==> src/rtl/red_pitaya_idly_cal.sv <==
// IDELAY auto-calibration: sweeps each ADC channel's taps against a training
// pattern, centres the delay in the widest passing window, else passes manual controls.
module red_pitaya_idly_cal #(
  parameter logic [13:0] PATTERN    = 14'h2AAA,
  parameter int unsigned SETTLE_CYC = 16,
  parameter int unsigned SAMPLES    = 256
) (
  input  logic        clk_i,
  input  logic        rstn_i,
  input  logic        cal_start_i,
  input  logic [55:0] adc_dat_i,
  input  logic [27:0] man_rst_i,
  input  logic [27:0] man_ce_i,
  input  logic [27:0] man_inc_i,
  input  logic [19:0] idly_cnt_i,
  output logic [27:0] idly_rst_o,
  output logic [27:0] idly_ce_o,
  output logic [27:0] idly_inc_o,
  output logic        cal_busy_o,
  output logic        cal_done_o,
  output logic [3:0]  cal_err_o,
  output logic [19:0] cal_tap_o,
  output logic [23:0] cal_win_o
);

  typedef enum logic [3:0] {
    S_IDLE, S_RST, S_SETTLE, S_CHECK, S_EVAL,
    S_STEP, S_CENTER, S_APPLY, S_VERIFY, S_DONE
  } state_t;

  state_t      state, state_nxt;
  logic [1:0]  ch;
  logic [4:0]  tap, run_start, best_start, target, target_c, run_start_nxt;
  logic [5:0]  run_len, best_len, run_len_nxt;
  logic [15:0] cnt;
  logic        fail;
  logic [27:0] ch_mask, rst_p, step_p;
  logic [13:0] sample;
  logic [4:0]  tap_rb;
  logic        settle_last, sample_last, apply_last, verify_last;

  assign ch_mask     = 28'h7F << (7 * ch);
  assign sample      = adc_dat_i[14*ch +: 14];
  assign tap_rb      = idly_cnt_i[5*ch +: 5];
  assign settle_last = (cnt == 16'(SETTLE_CYC - 1));
  assign sample_last = (cnt == 16'(SAMPLES - 1));
  assign verify_last = (cnt == 16'(SETTLE_CYC));
  assign apply_last  = (cnt == ({10'd0, target, 1'b0} - 16'd1));
  assign target_c    = (best_len == '0) ? '0 : best_start + best_len[5:1];

  // Run bookkeeping: the run being closed or extended by this tap's verdict.
  assign run_len_nxt   = fail ? '0 : run_len + 6'd1;
  assign run_start_nxt = (!fail && run_len == '0) ? tap : run_start;

  always_ff @(posedge clk_i or negedge rstn_i) begin
    if (!rstn_i) state <= S_IDLE;
    else         state <= state_nxt;
  end

  always_comb begin
    state_nxt = state;
    rst_p     = '0;
    step_p    = '0;
    case (state)
      S_IDLE:   if (cal_start_i) state_nxt = S_RST;
      S_RST: begin
        rst_p     = ch_mask;
        state_nxt = S_SETTLE;
      end
      S_SETTLE: if (settle_last) state_nxt = S_CHECK;
      S_CHECK:  if (sample_last) state_nxt = S_EVAL;
      S_EVAL:   state_nxt = (tap == 5'd31) ? S_CENTER : S_STEP;
      S_STEP: begin
        step_p    = ch_mask;
        state_nxt = S_SETTLE;
      end
      S_CENTER: begin
        rst_p     = ch_mask;
        state_nxt = (target_c == '0) ? S_VERIFY : S_APPLY;
      end
      S_APPLY: begin
        if (!cnt[0]) step_p = ch_mask;
        if (apply_last) state_nxt = S_VERIFY;
      end
      S_VERIFY: if (verify_last) state_nxt = (ch == 2'd3) ? S_DONE : S_RST;
      S_DONE:   state_nxt = cal_start_i ? S_RST : S_IDLE;
      default:  state_nxt = S_IDLE;
    endcase
  end

  always_ff @(posedge clk_i or negedge rstn_i) begin
    if (!rstn_i) begin
      idly_rst_o <= '0;
      idly_ce_o  <= '0;
      idly_inc_o <= '0;
      cal_busy_o <= 1'b0;
      cal_done_o <= 1'b0;
      cal_err_o  <= '0;
      cal_tap_o  <= '0;
      cal_win_o  <= '0;
      ch         <= '0;
      tap        <= '0;
      run_len    <= '0;
      run_start  <= '0;
      best_len   <= '0;
      best_start <= '0;
      target     <= '0;
      cnt        <= '0;
      fail       <= 1'b0;
    end else begin
      if (state == S_IDLE) begin
        idly_rst_o <= man_rst_i;
        idly_ce_o  <= man_ce_i;
        idly_inc_o <= man_inc_i;
      end else begin
        idly_rst_o <= rst_p;
        idly_ce_o  <= step_p;
        idly_inc_o <= step_p;
      end

      case (state)
        S_IDLE, S_DONE: begin
          if (cal_start_i) begin
            cal_busy_o <= 1'b1;
            cal_done_o <= 1'b0;
            cal_err_o  <= '0;
            cal_tap_o  <= '0;
            cal_win_o  <= '0;
            ch         <= '0;
          end
        end
        S_RST: begin
          tap        <= '0;
          run_len    <= '0;
          run_start  <= '0;
          best_len   <= '0;
          best_start <= '0;
          cnt        <= '0;
        end
        S_SETTLE: begin
          if (settle_last) begin
            cnt  <= '0;
            fail <= 1'b0;
          end else begin
            cnt <= cnt + 16'd1;
          end
        end
        S_CHECK: begin
          if (sample != PATTERN) fail <= 1'b1;
          cnt <= sample_last ? '0 : cnt + 16'd1;
        end
        S_EVAL: begin
          run_len   <= run_len_nxt;
          run_start <= run_start_nxt;
          // Strict compare keeps the earliest of equally long windows.
          if (run_len_nxt > best_len) begin
            best_len   <= run_len_nxt;
            best_start <= run_start_nxt;
          end
        end
        S_STEP:   tap <= tap + 5'd1;
        S_CENTER: begin
          target <= target_c;
          cnt    <= '0;
          if (best_len == '0) cal_err_o[ch] <= 1'b1;
        end
        S_APPLY:  cnt <= apply_last ? '0 : cnt + 16'd1;
        S_VERIFY: begin
          if (verify_last) begin
            if (tap_rb != target) cal_err_o[ch] <= 1'b1;
            cal_tap_o[5*ch +: 5] <= target;
            cal_win_o[6*ch +: 6] <= best_len;
            cnt <= '0;
            if (ch == 2'd3) begin
              cal_busy_o <= 1'b0;
              cal_done_o <= 1'b1;
            end else begin
              ch <= ch + 2'd1;
            end
          end else begin
            cnt <= cnt + 16'd1;
          end
        end
        default: ;
      endcase
    end
  end

endmodule

==> config.mk <==
export PLATFORM = sky130hd
export DESIGN_NAME = red_pitaya_idly_cal
export DESIGN_NICKNAME = d
export VERILOG_FILES = /design/src/rtl/red_pitaya_idly_cal.sv
export SDC_FILE = /design/constraint.sdc
export NUM_CORES = 1
export LEC_CHECK = 0
export CORE_MARGIN = 5
export CORE_UTILIZATION = 24
export DETAILED_ROUTE_END_ITERATION = 6
export SLEW_MARGIN = 20
export SYNTH_ARGS = -nofsm -noshare
export SYNTH_HDL_FRONTEND = slang
export SYNTH_SLANG_ARGS = --single-unit
==> constraint.sdc <==
create_clock -name clk_i -period 2.6 [get_ports clk_i]
set_input_delay 0.26 -clock clk_i [delete_from_list [all_inputs] [get_ports clk_i]]
set_output_delay 0.26 -clock clk_i [all_outputs]
set_load 0.05 [all_outputs]
==> impl_metrics.csv <==
group,metric,value,unit
timing,layout_worst_path_cycle_share,94.36,%
synthesis,share_of_cell_area_taken_by_muxes_after_synthesis,2.949,%
detailed_routing,num_vias,8345,
placed_design,hpwl,24390,um
power,netsw,1.368,mW
clocking,tritoncts,"built",
power,share_comb_of_total_power,5.6,%
cells_and_area,diodes,0,
global_route,globalRouteTotalUtil,14.43,%
power,intPower,4.724,mW
global_route,via_count_of_the_first_global_routing_pass,8365,
critical_path,critPathLaunchType,"register",
synthesis,netlist_instances,991,
die,die_w,205.4,um
synthesis,yosysTopAreaCell,"sky130_fd_sc_hd__dfrtp_1",
global_route,grt_start_max_net_pins,85,
synthesis,synth-xor-area-share,2.198,%
power,clockPowerShare,46.1,%
detailed_routing,drt_first_iter_violations,550,
critical_path,critical_path.reg2reg.endpoint,"idly_ce_o[15]",
synthesis,seq_area_frac_synth,51.61,%
cells_and_area,finish.utilization,36.66,%
cells_and_area,final_nets,1510,
synthesis,ys_warn_count,0,
synthesis,synth-edff-count,0,
clocking,worst_skew_pair.late_latency,0.44,ns
die,core-area,37670,um^2
global_route,initial_antenna_violation_count,0,
synthesis,synth_fa_ha_area_share,3.359,%
timing,setup_violations,0,
timing,fin_setup_tns,0,ns
min_path,hold_path.startpoint,"man_inc_i[7]",
placed_design,finalWeightedCongestion,0.8604,
placed_design,placement.setup.worst_slack,0.07488,ns
detailed_routing,detailedRoute.firstPassIterationCount,6,
critical_path,setup.reg_to_reg.worst_slack,0.15,ns
critical_path,timing.critical_path.fanout_max,17,
cells_and_area,synthToLayoutAreaGrowth,50.70,%
min_path,min_delay_path_depth,3,
detailed_routing,avgRoutedWirePerCell,16.92,um
synthesis,post-synth-top-area-fraction,51.61,%
clocking,clockRootBuffer,"sky130_fd_sc_hd__clkbuf_16",
outcome,status,"completed",
die,die_h,205.4,um
cells_and_area,stdcell_count,1847,
detailed_routing,drt_wl_total,31260,um
power,power.share.switching,22.45,%
power,max-vdd-ir-drop,0.4371,mV
min_path,worstHoldEndpoint,"idly_inc_o[7]",
die,dieArea,42190,um^2
critical_path,slowest_stage,"sky130_fd_sc_hd__dfrtp_1",
synthesis,synth_area,9164,um^2
synthesis,yosys_register_bits,189,
critical_path,criticalPathCategory,"reg -> reg",
timing,unrepaired_setup_endpoints_after_global_routing,"true",
placed_design,place_inst,1811,
cells_and_area,layout-drive-gt1-share,11.30,%
die,placementRows,71,
timing,slew-limit-headroom,57.34,%
timing,postLayoutSetupSlackWorst,0.1467,ns
critical_path,cp.arrival,2.82,ns
min_path,min_path_type,"in -> reg",
synthesis,asyncSetResetFlopFracSynth,100.0,%
power,leakagePower,6.378,nW
clocking,numCtsBuffers,17,
critical_path,critical_path_required,2.96,ns
synthesis,main_combinational_cell_family_by_area_after_synthesis,"simple AND/OR/NAND/NOR gates",
clocking,ctsLongestPathBuffers,2,
timing,worst-slew-pin-transition,0.6383,ns
critical_path,timing.critical_path.mode_cell,"sky130_fd_sc_hd__nand2_1",
clocking,clock_sinks,189,
power,proportion_of_power_drawn_by_flip_flops_and_latches,48.2,%
critical_path,worstRegToRegCells,5,
clocking,cts.reportedPaths.clkPinSlew,0.08,ns
synthesis,syn-mean-instance-area,9.247,um^2
critical_path,critPathCaptureType,"register",
synthesis,synth_simple_gate_area_share,24.19,%
timing,finalClockSkew,0.01201,ns
critical_path,cpPeakStageDelay,0.74,ns
timing,finalWorstPathRequiredPeriod,2.453,ns
synthesis,post_synth_main_area_contributors,"sky130_fd_sc_hd__dfrtp_1 52%, sky130_fd_sc_hd__nand2_1 12%, sky130_fd_sc_hd__ha_1 3.1%, sky130_fd_sc_hd__o21ai_0 2.8%, sky130_fd_sc_hd__nor2_1 2.3%",
clocking,max_h_tree_level,4,
synthesis,syn-num-nets,1178,
critical_path,path_cells,"inv_1, buf_4, a211oi_1, nand2_1, nand2_1",
detailed_routing,antenna_violating_nets_post_route,0,
die,floorplan.initialDensity,24.33,%
global_route,first_pass_grt_wire_length,47970,um
critical_path,reg2reg_from,"state[2]",
synthesis,synthDistinctLibCells,65,
synthesis,synth-compound-area-share,11.78,%
timing,timing_hold_violations_final,0,
global_route,grt_overflow_total,0,
die,io-pin-count,297,
placed_design,portBuffers,296,
run,drv.max_cap_violation_count,0,
synthesis,dominantRegCellSynth,"sky130_fd_sc_hd__dfrtp_1",
detailed_routing,route.detailed.drc,0,
timing,max_freq,0.4076,GHz
detailed_routing,avgViaCountPerCell,4.518,
timing,number_of_max_slew_violations_in_the_final_report,0,
power,power_density_of_the_placed_cells,441.1,nW/um^2
## cell usage after synthesis (5+ instances only)
master,number
sky130_fd_sc_hd__nand4_1,10
sky130_fd_sc_hd__nand2_1,303
sky130_fd_sc_hd__inv_1,31
sky130_fd_sc_hd__buf_1,8
sky130_fd_sc_hd__xor2_1,7
sky130_fd_sc_hd__a21oi_1,27
sky130_fd_sc_hd__nand3b_1,5
sky130_fd_sc_hd__o32ai_1,5
sky130_fd_sc_hd__o21ai_0,51
sky130_fd_sc_hd__buf_2,10
sky130_fd_sc_hd__mux4_2,5
sky130_fd_sc_hd__nand3_1,29
sky130_fd_sc_hd__mux2_2,13
sky130_fd_sc_hd__o31ai_1,24
sky130_fd_sc_hd__dfrtp_1,189
sky130_fd_sc_hd__nor4bb_1,9
sky130_fd_sc_hd__ha_1,23
sky130_fd_sc_hd__nor3_1,16
sky130_fd_sc_hd__o211ai_1,5
sky130_fd_sc_hd__xnor2_1,16
sky130_fd_sc_hd__nand2b_1,8
sky130_fd_sc_hd__a21o_1,11
sky130_fd_sc_hd__clkbuf_1,34
sky130_fd_sc_hd__nor2_1,55
sky130_fd_sc_hd__and3_1,7
## cells in the final DEF (no fill, tap or decap), types with 4 or more instances in the layout
master,n
sky130_fd_sc_hd__a21o_1,11
sky130_fd_sc_hd__a21oi_1,27
sky130_fd_sc_hd__a22o_1,4
sky130_fd_sc_hd__a22oi_1,4
sky130_fd_sc_hd__and3_1,6
sky130_fd_sc_hd__and4b_1,4
sky130_fd_sc_hd__buf_4,66
sky130_fd_sc_hd__clkbuf_16,17
sky130_fd_sc_hd__clkdlybuf4s50_1,295
sky130_fd_sc_hd__dfrtp_1,188
sky130_fd_sc_hd__ha_1,22
sky130_fd_sc_hd__inv_1,31
sky130_fd_sc_hd__mux2_2,12
sky130_fd_sc_hd__mux4_2,5
sky130_fd_sc_hd__nand2_1,303
sky130_fd_sc_hd__nand2b_1,8
sky130_fd_sc_hd__nand3_1,27
sky130_fd_sc_hd__nand3_2,4
sky130_fd_sc_hd__nand3b_1,5
sky130_fd_sc_hd__nand4_1,10
sky130_fd_sc_hd__nor2_1,55
sky130_fd_sc_hd__nor3_1,15
sky130_fd_sc_hd__nor3b_1,4
sky130_fd_sc_hd__nor4bb_1,8
sky130_fd_sc_hd__o211ai_1,5
sky130_fd_sc_hd__o21ai_0,51
sky130_fd_sc_hd__o21ai_1,4
sky130_fd_sc_hd__o21ai_2,4
sky130_fd_sc_hd__o22ai_1,4
sky130_fd_sc_hd__o31ai_1,24
sky130_fd_sc_hd__o32ai_1,5
sky130_fd_sc_hd__o41ai_1,4
sky130_fd_sc_hd__or3_1,4
sky130_fd_sc_hd__xnor2_1,16
sky130_fd_sc_hd__xor2_1,5
## critical path: cells and delay by family, from the launching register on
family	cells	cell delay (ns)
compound gates	1	0.55
simple gates	2	0.77
flops	1	0.74
buf+inv	2	0.31
## per-stage QoR
stage	area, um^2	power [mW]	hold WS [ns]
global placement	13080	3.343	0.2679
floorplan	9164	3.025	-0.03559
global route	13810	6.301	0.3333
CTS	13720	6.162	0.3250
finish	13810	6.092	0.3427
detailed placement	13080	3.342	0.2761
## power by group through the flow
stage / logic [mW] / clock network, mW / registers [mW]
2_1_floorplan: 0.0236 / 0 / 3.00
4_1_cts: 0.350 / 2.87 / 2.94
6_report: 0.343 / 2.81 / 2.94
3_5_place_dp: 0.346 / 0 / 3.00
3_3_place_gp: 0.346 / 0 / 3.00
5_1_grt: 0.373 / 2.99 / 2.94
## what timing repair did
item	4_1_cts	5_1_grt
setup endpoints to repair	0	86
setup buffers	0	3
hold endpoints to repair	58	0
resized for setup	0	14
hold buffers	1	0
## area by class of cell
cell class                      count  area (um^2)
Tap cell                          511        639.4
Sequential cell                   189         4731
Fill cell                        3830        23860
Clock inverter                     15        203.9
Inverter                           32        120.1
Multi-Input combinational cell    715         4138
Clock buffer                       17        425.4
Timing Repair Buffer              368         3552
## registers in the layout (all words and copies together), names as in the netlist, 5 cells and up
register	cells
best_len	6
best_start	5
cal_tap_o	20
cal_win_o	24
cnt	16
idly_ce_o	28
idly_inc_o	28
idly_rst_o	28
run_len	6
run_start	5
tap	5
target	5
## layer usage
layer	vias to the layer above	track usage (%)	wire length, um
met3	40	3.073	1954
met2	266	24.58	15410
met1	4008	18.41	13170
met4	0	4.474	724
li1	4031	-	-
met5	-	0	0
## cell families (layout without fill, tap and decap cells)
| kind of cell | count (synthesis) | after routing |
|---|---|---|
| DFF | 189 | 189 |
| adders and majority gates | 24 | 24 |
| buffers and inverters | 87 | 432 |
| muxes | 19 | 19 |
| and+or+nand+nor | 483 | 483 |
| AOI/OAI and AO/OA | 166 | 166 |
| xor gates and xnor gates | 23 | 23 |
## worst max path at each step
stage                  start  depth (start not counted)             to
global placement       ch[0]                          7   cal_err_o[0]
detailed placement     ch[0]                          7   cal_err_o[1]
finish              state[2]                          5  idly_ce_o[15]
CTS                    ch[0]                          7   cal_err_o[1]
global route        state[2]                          5  idly_ce_o[24]
floorplan              ch[0]                          8  cal_tap_o[15]
(Power assumes the default switching activity.)
